## src/rtl/mux_if.sv

```systemverilog
// mux_if: operand/select inputs and result/status outputs of the mux block
interface mux_if #(parameter int WIDTH = 1, parameter int CNT_W = 8);
  logic [WIDTH-1:0] a;
  logic [WIDTH-1:0] b;
  logic [WIDTH-1:0] y;
  logic [WIDTH-1:0] y_q;
  logic sel;
  logic in_valid;
  logic sel_lock;
  logic out_valid;
  logic sel_q;
  logic [CNT_W-1:0] sw_cnt;
  modport master(output a, b, sel, in_valid, sel_lock, input y, y_q, out_valid, sel_q, sw_cnt);
  modport slave(input a, b, sel, in_valid, sel_lock, output y, y_q, out_valid, sel_q, sw_cnt);
endinterface

```

## src/rtl/mux.sv

```systemverilog
// mux: 2:1 selector with combinational output plus registered, lockable, switch-counted copy
module mux #(
  parameter int WIDTH = 1,
  parameter int CNT_W = 8
) (
  input logic clk,
  input logic rst,
  mux_if.slave bus
);
  logic eff_sel;
  assign bus.y = bus.sel ? bus.b : bus.a;
  assign eff_sel = bus.sel_lock ? bus.sel_q : bus.sel;
  always_ff @(posedge clk) begin
    if (!rst) begin
      bus.y_q <= {WIDTH{1'b0}};
      bus.out_valid <= 1'b0;
      bus.sel_q <= 1'b0;
      bus.sw_cnt <= {CNT_W{1'b0}};
    end else if (bus.in_valid) begin
      bus.y_q <= eff_sel ? bus.b : bus.a;
      bus.out_valid <= 1'b1;
      if (!bus.sel_lock) bus.sel_q <= bus.sel;
      if (!bus.sel_lock && bus.sel != bus.sel_q && bus.sw_cnt != {CNT_W{1'b1}})
        bus.sw_cnt <= bus.sw_cnt + 1'b1;
    end else begin
      bus.out_valid <= 1'b0;
    end
  end
endmodule

```

## src/flat_wrapper.sv

```systemverilog
// flat-port wrapper written by rule: the top's interface ports become plain ports
module mux_flat 
#(
  parameter int WIDTH = 1,
  parameter int CNT_W = 8
)
  (clk, rst, bus_a, bus_b, bus_sel, bus_in_valid, bus_sel_lock, bus_y, bus_y_q, bus_out_valid, bus_sel_q, bus_sw_cnt);
  mux_if #(.WIDTH(WIDTH), .CNT_W(CNT_W)) bus_i ();
  input logic clk;
  input logic rst;
  input wire logic [$bits(bus_i.a)-1:0] bus_a;
  input wire logic [$bits(bus_i.b)-1:0] bus_b;
  input wire logic [$bits(bus_i.sel)-1:0] bus_sel;
  input wire logic [$bits(bus_i.in_valid)-1:0] bus_in_valid;
  input wire logic [$bits(bus_i.sel_lock)-1:0] bus_sel_lock;
  output wire logic [$bits(bus_i.y)-1:0] bus_y;
  output wire logic [$bits(bus_i.y_q)-1:0] bus_y_q;
  output wire logic [$bits(bus_i.out_valid)-1:0] bus_out_valid;
  output wire logic [$bits(bus_i.sel_q)-1:0] bus_sel_q;
  output wire logic [$bits(bus_i.sw_cnt)-1:0] bus_sw_cnt;
  assign bus_i.a = bus_a;
  assign bus_i.b = bus_b;
  assign bus_i.sel = bus_sel;
  assign bus_i.in_valid = bus_in_valid;
  assign bus_i.sel_lock = bus_sel_lock;
  assign bus_y = bus_i.y;
  assign bus_y_q = bus_i.y_q;
  assign bus_out_valid = bus_i.out_valid;
  assign bus_sel_q = bus_i.sel_q;
  assign bus_sw_cnt = bus_i.sw_cnt;
  mux #(.WIDTH(WIDTH), .CNT_W(CNT_W)) u_core (.clk(clk), .rst(rst), .bus(bus_i));
endmodule
```

## config.mk

```make
export PLATFORM = sky130hd
export DESIGN_NAME = mux_flat
export DESIGN_NICKNAME = d
export VERILOG_FILES = /design/src/rtl/mux_if.sv /design/src/rtl/mux.sv /design/src/flat_wrapper.sv
export SDC_FILE = /design/constraint.sdc
export NUM_CORES = 1
export LEC_CHECK = 0
export ABC_AREA = 1
export CAP_MARGIN = 20
export CORE_MARGIN = 1.5
export CORE_UTILIZATION = 35
export CTS_BUF_LIST = sky130_fd_sc_hd__clkbuf_2 sky130_fd_sc_hd__clkbuf_4 sky130_fd_sc_hd__clkbuf_8
export DETAILED_ROUTE_END_ITERATION = 10
export PLACE_DENSITY_LB_ADDON = 0.15
export SETUP_SLACK_MARGIN = 0.5
export SLEW_MARGIN = 20
export SYNTH_ARGS = -nofsm -noshare
export SYNTH_HDL_FRONTEND = slang
export SYNTH_SLANG_ARGS = --single-unit
```

## constraint.sdc

```tcl
create_clock -name clk -period 3.1 [get_ports clk]
set_input_delay 0.62 -clock clk [delete_from_list [all_inputs] [get_ports clk]]
set_output_delay 0.62 -clock clk [all_outputs]
set_load 0.05 [all_outputs]
```

==> results by group, run 1 <==
Outcome
  – Status: finished clean

Power and ir drop
  – PwrDens: 350 nW/um^2
  – Pleak: 0.382 nW
  – Max VDD drop: 0.210 mV
  – Total power: 0.000318 W

Setup path
  – Crit end category: primary output
  – CP Data Required Time: 2.48 ns
  – Reg2reg end: u_core.bus.sw_cnt[5]
  – Worst r2r path cells: 8
  – Crit-path max FO: 5
  – R2R setup slack: 1.77 ns
  – R2R Path Start: u_core.bus.sw_cnt[0]
  – Crit Path Category: input port to primary output
  – CP arrival: 1.54 ns
  – CP startpoint kind: input port

Clock tree
  – Number of H-tree levels: 1
  – CTS tree: yes
  – Skew-Pair Late Insertion Delay: 0.27 ns
  – Clock Tree Root: clkbuf_4
  – CTS Hold Buffers Added: 0
  – Clk slew on worst S/H paths: 0.07 ns
  – Clk sinks: 11
  – CTS Buf Count: 3
  – Post-CTS Setup Bufs: 0
  – Max clock buf depth: 2
  – Post-CTS sizing: 0

Die
  – Die span in x: 47.1 um
  – Initial core utilization: 0.381
  – Die H: 47.1 um
  – Site Rows: 15
  – Die area: 2210 um^2
  – # IOs: 19
  – Placeable core area: 1780 um^2

Final layout
  – # diodes: 0
  – Syn-to-layout area delta: 33.5%
  – Most frequent cells in the layout: nand2_1 (27), clkdlybuf4s50_1 (17), nor2_1 (13)
  – Share of cells above drive strength 1: 0.220
  – Post-layout util: 0.509
  – FILL cells: 194
  – Most common cell after layout, fill and taps aside: nand2_1
  – Nets@finish: 127

Global route
  – GRT overflow: 0
  – Vias in the first global route: 581
  – Gr usage total: 0.157
  – Initial antenna violation count: 0
  – Largest net degree at the start of global routing: 11
  – First-pass GRT wire length: 2.43 mm

Timing
  – Rel. slew slack: 0.667
  – Final Hold Viols: 0
  – Tmin final: 2.16 ns
  – Pins Over Slew Limit: 0
  – Hold WS: 0.509 ns
  – Clock Skew: 0.00165 ns
  – Final Cycle Share: 0.695
  – Final setup viols: 0
  – Worst slew pin tran: 0.497 ns
  – Final setup TNS: 0 ns
  – FMAX: 464 MHz
  – RSZ-0062 raised after global routing: false

Run
  – Max cap viols: 0

Synthesis
  – Register area share after synthesis: 0.324
  – Largest cells by area after synthesis: dfxtp_1 (32%), nand2_1 (15%), nor2_2 (9.2%)
  – Share of the synthesized area in the top cell type: 0.324
  – Yosys warnings: 0
  – Synth unique cells: 21
  – Mapped Nets: 106
  – Yosys reg bits: 11
  – Synth Area per Inst: 6.93 um^2
  – Cell count after synthesis: 98
  – Leading area contributor after synthesis: dfxtp_1
  – Synth Cell Area: 679 um^2

Worst hold path
  – Worst Min Path Start: u_core.bus.sw_cnt[1]
  – Hold Crit Class: register to register
  – Cell count of the worst hold path: 2
  – WHS Endpoint: u_core.bus.sw_cnt[1]

Detailed routing
  – Drt via density: 4.46
  – Wire per inst: 9.36 um
  – DRT Pass-1 Iters: 4
  – Total wire length: 1.34 mm
  – DR vias: 638
  – ANT nets after route: 0
  – DRC viols: 0
  – Initial DRC Count: 15

Place
  – Routability Congestion: 0.726
  – PortBufs: 18
  – Detail Placement HPWL: 1.07 mm
-- area by class of cell --
type,instances,area [um^2],share of cell area
well taps,25,31.3,0.0345
inverters,13,48.8,0.0538
clock buffers,4,30.0,0.0331
multi-input cells,72,399,0.440
repair buffers,18,178,0.196
flip-flops and latches,11,220,0.243
-- worst max path at each step --
stage	from	depth (start not counted)	end
5_1_grt	bus_sel	4	bus_y
4_1_cts	bus_sel	4	bus_y
2_1_floorplan	bus_a	2	bus_y
6_report	bus_sel	4	bus_y
3_5_place_dp	bus_sel	4	bus_y
3_3_place_gp	bus_sel	4	bus_y
-- logic make-up after synthesis --
group                    after synthesis  share of synthesized area
AND/OR/NAND/NOR                       63                      0.488
buffers and inverters                 15                     0.0884
AO/OA/AOI/OAI                          8                     0.0810
flip-flops                            11                      0.324
adder cells (fa/ha/maj)                1                     0.0184
-- cell usage after synthesis --
cell / number
nand4_1: 3
nor2_2: 10
inv_1: 11
ha_1: 1
nand3_2: 1
nor2_8: 1
dfxtp_1: 11
o211ai_1: 1
o21bai_2: 2
nand3_1: 3
nand2_1: 27
nand2_2: 2
inv_2: 2
clkbuf_1: 1
nand2_4: 1
o21ai_0: 3
nor2_4: 1
a21oi_1: 2
nor2_1: 13
nand2_8: 1
buf_4: 1
-- routing by layer --
metal  vias up  routed length, um  GRT usage
met2        12                651      0.241
met3         4                 55     0.0385
met1       281                608      0.202
met5         -                  0          0
li1        341                  -          -
met4         0                 23     0.0833
-- stage by stage --
stage | area (um^2) | cells | worst slack [ns]
after floorplan | 679 | 98 | 0.743
after detailed placement | 877 | 139 | 0.951
after global routing | 907 | 143 | 0.861
after global placement | 877 | 139 | 0.973
final | 907 | 143 | 0.944
after CTS | 907 | 143 | 0.940
-- sequential cells by signal, summed over array words and instances (netlist names) --
name,count
u_core.bus.sw_cnt,8
u_core.bus.y_q,1
u_core.bus.out_valid,1
u_core.bus.sel_q,1
-- power by group --
group,internal [W],switching (W),total (W),leakage (nW)
clock network,0.0000586,0.0000480,0.000107,0.0184
registers,0.000145,0.00000317,0.000148,0.0895
logic,0.0000232,0.0000399,0.0000632,0.275
total,0.000227,0.0000912,0.000318,0.382
-- critical path, stage by stage --
cell and delay (ns):
clkdlybuf4s50_1 0.55, nand2_1 0.06, o21ai_0 0.07, buf_4 0.22
No activity file was read; power rests on OpenSTA's default activity.
==> run 2: changes to the inputs <==
==> constraint.sdc (replaced) <==
create_clock -name clk -period 2.05 [get_ports clk]
set_input_delay 0.41 -clock clk [delete_from_list [all_inputs] [get_ports clk]]
set_output_delay 0.41 -clock clk [all_outputs]
set_load 0.05 [all_outputs]
==> run 2 against run 1 <==
Compared with the run above:
- die area is the same
- sequential power rose by 51%
- non-clock buffer count grew 1
- register-to-register slack lost 1.0 ns
- highest routed layer unchanged
- utilization grew 0.91 points
- largest cell class unchanged
==> results by group, run 2 (same netlist as run 1, synthesis figures left out) <==
Outcome
  – Status: finished clean

Timing
  – Worst slew pin tran: 0.488 ns (-0.00916 ns)
  – RSZ-0062 raised after global routing: false
  – Final Hold Viols: 0 (unchanged)
  – Final setup TNS: 0 ns (unchanged)
  – Pins Over Slew Limit: 0 (unchanged)
  – Worst setup margin: 0.547 ns (-0.397 ns)
  – Tmin final: 1.50 ns
  – Final setup viols: 0 (unchanged)
  – Clock Skew: 0.00270 ns (+0.00105 ns)
  – Final Cycle Share: 0.733
  – Rel. slew slack: 0.676 (+0.00842)
  – FMAX: 665 MHz

Detailed routing
  – Drt via density: 4.56 (+2.1%)
  – DRT Pass-1 Iters: 4 (unchanged)
  – ANT nets after route: 0 (unchanged)
  – DRC viols: 0 (unchanged)
  – Total wire length: 1.43 mm (+6.7%)
  – Initial DRC Count: 8 (-7)
  – DR vias: 656 (+2.8%)
  – Wire per inst: 9.92 um (+6.0%)

Final layout
  – # diodes: 0 (unchanged)
  – Syn-to-layout area delta: 35.9%
  – Max FFs per register: 8 (unchanged)
  – Largest Register: u_core.bus.sw_cnt
  – Most frequent cells in the layout: nand2_1 (27), nor2_1 (13), inv_1 (10), nor2_2 (10), dfxtp_1 (9)
  – Share of cells above drive strength 1: 0.345 (+0.124)
  – Nets@finish: 128 (+0.79%)
  – Most common cell after layout, fill and taps aside: nand2_1

Power and ir drop
  – PwrDens: 530 nW/um^2 (+51%)
  – Max VDD drop: 0.304 mV (+44%)
  – Pleak: 0.403 nW (+5.4%)

Die
  – Die area: 2210 um^2 (unchanged)
  – Site Rows: 15 (unchanged)
  – Die H: 47.1 um (unchanged)
  – Placeable core area: 1780 um^2 (unchanged)
  – Initial core utilization: 0.381 (unchanged)
  – Die span in x: 47.1 um (unchanged)
  – # IOs: 19 (unchanged)

Setup path
  – Worst r2r path cells: 8 (unchanged)
  – CP Data Required Time: 1.64 ns (-0.84 ns)
  – CP startpoint: bus_sel
  – R2R setup slack: 0.77 ns (-1.00 ns)
  – Crit-path max FO: 5 (unchanged)
  – R2R Path Start: u_core.bus.sw_cnt[0]
  – CP endpoint: bus_y
  – Crit Path Category: input port to primary output
  – Reg2reg end: u_core.bus.sw_cnt[5]
  – Crit end category: primary output
  – Slowest-stage cell, CP: dlygate4sd2_1
  – Crit-path cells: dlygate4sd2_1 > nand2_1 > o21ai_2 > buf_12
  – CP startpoint kind: input port
  – CP arrival: 1.09 ns (-0.45 ns)
  – Largest stage delay, worst path: 0.32 ns (-0.23 ns)

Clock tree
  – Clock Tree Root: clkbuf_4
  – CTS Hold Buffers Added: 0 (unchanged)
  – Clk slew on worst S/H paths: 0.08 ns (about the same)
  – Max clock buf depth: 2 (unchanged)
  – Clk sinks: 11 (unchanged)
  – CTS tree: yes
  – Skew-Pair Late Insertion Delay: 0.27 ns (about the same)
  – CTS Buf Count: 3 (unchanged)
  – Number of H-tree levels: 1 (unchanged)

Place
  – Detail Placement HPWL: 1.10 mm (+3.2%)
  – PortBufs: 18 (unchanged)
  – Routability Congestion: 0.699 (-3.8%)
  – Dpl ws: 0.284 ns (-0.667 ns)

Global route
  – Gr usage total: 0.158 (+0.00132)
  – Vias in the first global route: 543 (-6.5%)
  – Initial antenna violation count: 0 (unchanged)
  – GRT overflow: 0 (unchanged)
  – First-pass GRT wire length: 2.35 mm (-3.1%)
  – Largest net degree at the start of global routing: 10 (-1)

Worst hold path
  – Hold Crit Class: register to register

Run
  – Max cap viols: 0 (unchanged)
[run 2: per-layer routing]
| metal | vias up | track usage | wire length [um] | part of all wire |
|---|---|---|---|---|
| met3 | 5 | 0.0538 | 78 | 0.055 |
| met4 | 0 | 0.0833 | 27 | 0.019 |
| met5 | - | 0 | 0 | 0 |
| li1 | 344 | - | - | - |
| met2 | 17 | 0.266 | 718 | 0.50 |
| met1 | 290 | 0.176 | 603 | 0.42 |
[run 2: worst min-delay path by stage]
stage / to / slack (ns) / startpoint / cells past startpoint
2_1_floorplan: u_core.bus.sw_cnt[1] / 0.58 / u_core.bus.sw_cnt[1] / 2
3_3_place_gp: u_core.bus.sw_cnt[1] / 0.47 / u_core.bus.sw_cnt[1] / 2
3_5_place_dp: u_core.bus.sw_cnt[1] / 0.48 / u_core.bus.sw_cnt[1] / 2
4_1_cts: u_core.bus.sw_cnt[1] / 0.49 / u_core.bus.sw_cnt[1] / 2
5_1_grt: u_core.bus.sw_cnt[1] / 0.51 / u_core.bus.sw_cnt[1] / 2
6_report: u_core.bus.sw_cnt[1] / 0.49 / u_core.bus.sw_cnt[1] / 2
[run 2: through the flow]
step	total power, W	std cells	instance area [um^2]	hold slack [ns]	util
floorplan	0.000295	98	682	0.585	-
global placement	0.000331	140	900	0.474	0.505
detailed placement	0.000333	140	900	0.482	0.505
CTS	0.000494	144	936	0.494	0.525
global route	0.000515	144	923	0.511	0.518
finish	0.000490	144	923	0.488	0.518
[run 2: cell type report]
class	instances	area (um^2)
repair buffers	19	188
flip-flops and latches	11	223
multi-input cells	72	403
fillers	182	860
clock buffers	4	30.0
inverters	13	48.8
well taps	25	31.3
[run 2: worst max-delay path: cells and delay by family]
kind                   cells  cell delay [ns]
and+or+nand+nor            1             0.10
buffers and inverters      2             0.48
AOI/OAI and AO/OA          1             0.10
[run 2: what timing repair did]
| action | CTS | global route |
|---|---|---|
| resized for setup | 32 | 5 |
| gates cloned | 0 | 0 |
| pin swaps | 1 | 0 |
| buffers inserted | 0 | 0 |
| setup endpoints to repair | 12 | 4 |
[run 2: where the power goes]
group          internal (W)  switching [W]
combinational     0.0000349      0.0000638
clock             0.0000886      0.0000785
sequential         0.000219     0.00000478
==> run 3: changes to the inputs <==
==> constraint.sdc (replaced) <==
create_clock -name clk -period 1.5 [get_ports clk]
set_input_delay 0.3 -clock clk [delete_from_list [all_inputs] [get_ports clk]]
set_output_delay 0.3 -clock clk [all_outputs]
set_load 0.05 [all_outputs]
==> run 3 against run 2 <==
Compared with the run above:
- utilization grew 18 points
- design area grew 36%
- clock-buffer cell count is the same
- sequential power grew 33%
- wire length grew 20%
- combinational power grew 91%
- via count grew 11%
- final cell count grew 9.0%
- global-route usage grew 2.5 points
- worst hold slack lost 0.092 ns
- largest cell class unchanged
==> results by group, run 3 (same netlist as run 1, synthesis figures left out) <==
Place
  – PortBufs: 18 (unchanged)
  – Routability Congestion: 0.758 (+8.6%)
  – Cell count after placement: 142 (+1.4%)
  – Detail Placement HPWL: 1.21 mm (+9.7%)

Final layout
  – Storage cell area: 254 um^2 (+14%)
  – Most frequent cells in the layout: nand2_1 (24), buf_12 (13), nor2_1 (12)
  – Max FFs per register: 8 (unchanged)
  – Largest Register: u_core.bus.sw_cnt
  – Share of cells above drive strength 1: 0.545 (+0.201)
  – Most common cell after layout, fill and taps aside: nand2_1
  – Multi-input logic area: 458 um^2 (+14%)
  – Syn-to-layout area delta: 84.3%
  – Nets@finish: 141 (+10%)
  – # diodes: 0 (unchanged)
  – FILL cells: 142 (-22%)
  – Non-filler instance count after layout: 157 (+9.0%)

Die
  – Initial core utilization: 0.381 (unchanged)
  – Die span in x: 47.1 um (unchanged)
  – # IOs: 19 (unchanged)
  – Die area: 2210 um^2 (unchanged)
  – Die H: 47.1 um (unchanged)
  – Placeable core area: 1780 um^2 (unchanged)
  – Site Rows: 15 (unchanged)

Run
  – Max cap viols: 0 (unchanged)

Setup path
  – CP startpoint kind: register
  – CP Data Required Time: 1.67 ns (+0.03 ns)
  – Crit-path max FO: 5 (unchanged)
  – Crit end category: register
  – CP arrival: 1.39 ns (+0.30 ns)
  – Crit Path Category: register to register

Clock tree
  – Number of H-tree levels: 1 (unchanged)
  – CTS Buf Count: 3 (unchanged)
  – Clk sinks: 11 (unchanged)
  – CTS Hold Buffers Added: 0 (unchanged)
  – Clock Tree Root: clkbuf_4
  – CTS tree: yes
  – Max clock buf depth: 2 (unchanged)
  – Clk slew on worst S/H paths: 0.08 ns (about the same)
  – Skew-Pair Late Insertion Delay: 0.27 ns (about the same)

Outcome
  – Status: finished clean

Global route
  – Vias in the first global route: 655 (+21%)
  – Initial antenna violation count: 0 (unchanged)
  – GRT overflow: 0 (unchanged)
  – First-pass GRT wire length: 2.74 mm (+16%)
  – Largest net degree at the start of global routing: 10 (unchanged)
  – Gr usage total: 0.183 (+0.0251)

Detailed routing
  – Total wire length: 1.72 mm (+20%)
  – Drt via density: 4.63 (+1.6%)
  – ANT nets after route: 0 (unchanged)
  – DRC viols: 0 (unchanged)
  – DR vias: 727 (+11%)
  – Wire per inst: 10.9 um (+10%)
  – Initial DRC Count: 6 (-2)
  – DRT Pass-1 Iters: 2 (-2)

Timing
  – Pins Over Slew Limit: 0 (unchanged)
  – Worst slew pin tran: 0.232 ns (-0.256 ns)
  – Final setup viols: 0 (unchanged)
  – Final Hold Viols: 0 (unchanged)
  – Rel. slew slack: 0.845 (+0.169)
  – Clock Skew: 0.00810 ns (+0.00539 ns)
  – Final Cycle Share: 0.817
  – Tmin final: 1.23 ns
  – RSZ-0062 raised after global routing: true
  – FMAX: 816 MHz

Power and ir drop
  – Pleak: 0.557 nW (+38%)
  – Max VDD drop: 0.487 mV (+60%)
  – PwrDens: 571 nW/um^2 (+7.7%)
  – Total power: 0.000715 W (+46%)

Worst hold path
  – Hold Crit Class: input port to register
run 3: cell types whose count changed in the layout (fill, tap and decap cells not counted), sizes merged:
| cell | delta |
|---|---|
| clkbuf | -2 |
| dlymetal6s2s | +1 |
| dlygate4sd2 | -2 |
| clkdlybuf4s50 | -2 |
| clkdlybuf4s15 | -7 |
| buf | +25 |
run 3: routing by layer:
layer,wire length [um],GRT usage,vias to the layer above
met5,0,0,-
met4,40,0.0944,0
met3,68,0.0654,7
met2,923,0.310,17
met1,686,0.201,331
li1,-,-,372
run 3: path summary, 6_finish.rpt:
check	to	slack [ns]	start	cells past startpoint
min reg2reg	u_core.bus.sw_cnt[5]	0.53	u_core.bus.sw_cnt[5]	2
max	u_core.bus.sw_cnt[7]	0.27	u_core.bus.sw_cnt[0]	9
min	u_core.bus.sel_q	0.40	bus_sel	5
max reg2reg	u_core.bus.sw_cnt[7]	0.27	u_core.bus.sw_cnt[0]	9
run 3: area by class of cell:
class | instances | share of cell area
clock buffers | 4 | 0.0240
repair buffers | 32 | 0.344
inverters | 13 | 0.0390
flip-flops and latches | 11 | 0.203
well taps | 25 | 0.0250
multi-input cells | 72 | 0.366
run 3: worst max-delay path, cell delays in order, from the launching register on:
cell	delay (ns)
dfxtp_4	0.36
ha_4	0.17
nand2_4	0.07
nor2_4	0.04
nand2_4	0.11
nand2_8	0.08
nor2_4	0.12
nand2_1	0.05
nand2_1	0.07
nor2_2	0.03
run 3: what timing repair did:
action,CTS,global route
setup buffers,8,2
cloned,0,1
setup endpoints to repair,22,22
pin swaps,6,5
gates resized for setup,21,13
endpoints found under the hold margin,0,0
run 3: metrics by stage:
step	instance area [um^2]	setup WS [ns]	TNS, ns	util	hold WS, ns
4_1_cts	1200	0.258	0	0.674	0.455
3_5_place_dp	1070	-0.154	-0.685	0.599	0.512
6_report	1250	0.274	0	0.702	0.396
5_1_grt	1250	0.209	0	0.702	0.443
2_1_floorplan	724	0.221	0	-	0.511
3_3_place_gp	1070	-0.0866	-0.403	0.599	0.509
run 3: power breakdown:
group          switching (W)  leakage (nW)  total, W  internal, W
clock               0.000106        0.0184  0.000228     0.000121
sequential        0.00000991        0.0968  0.000299     0.000289
combinational      0.0000980         0.442  0.000189    0.0000910
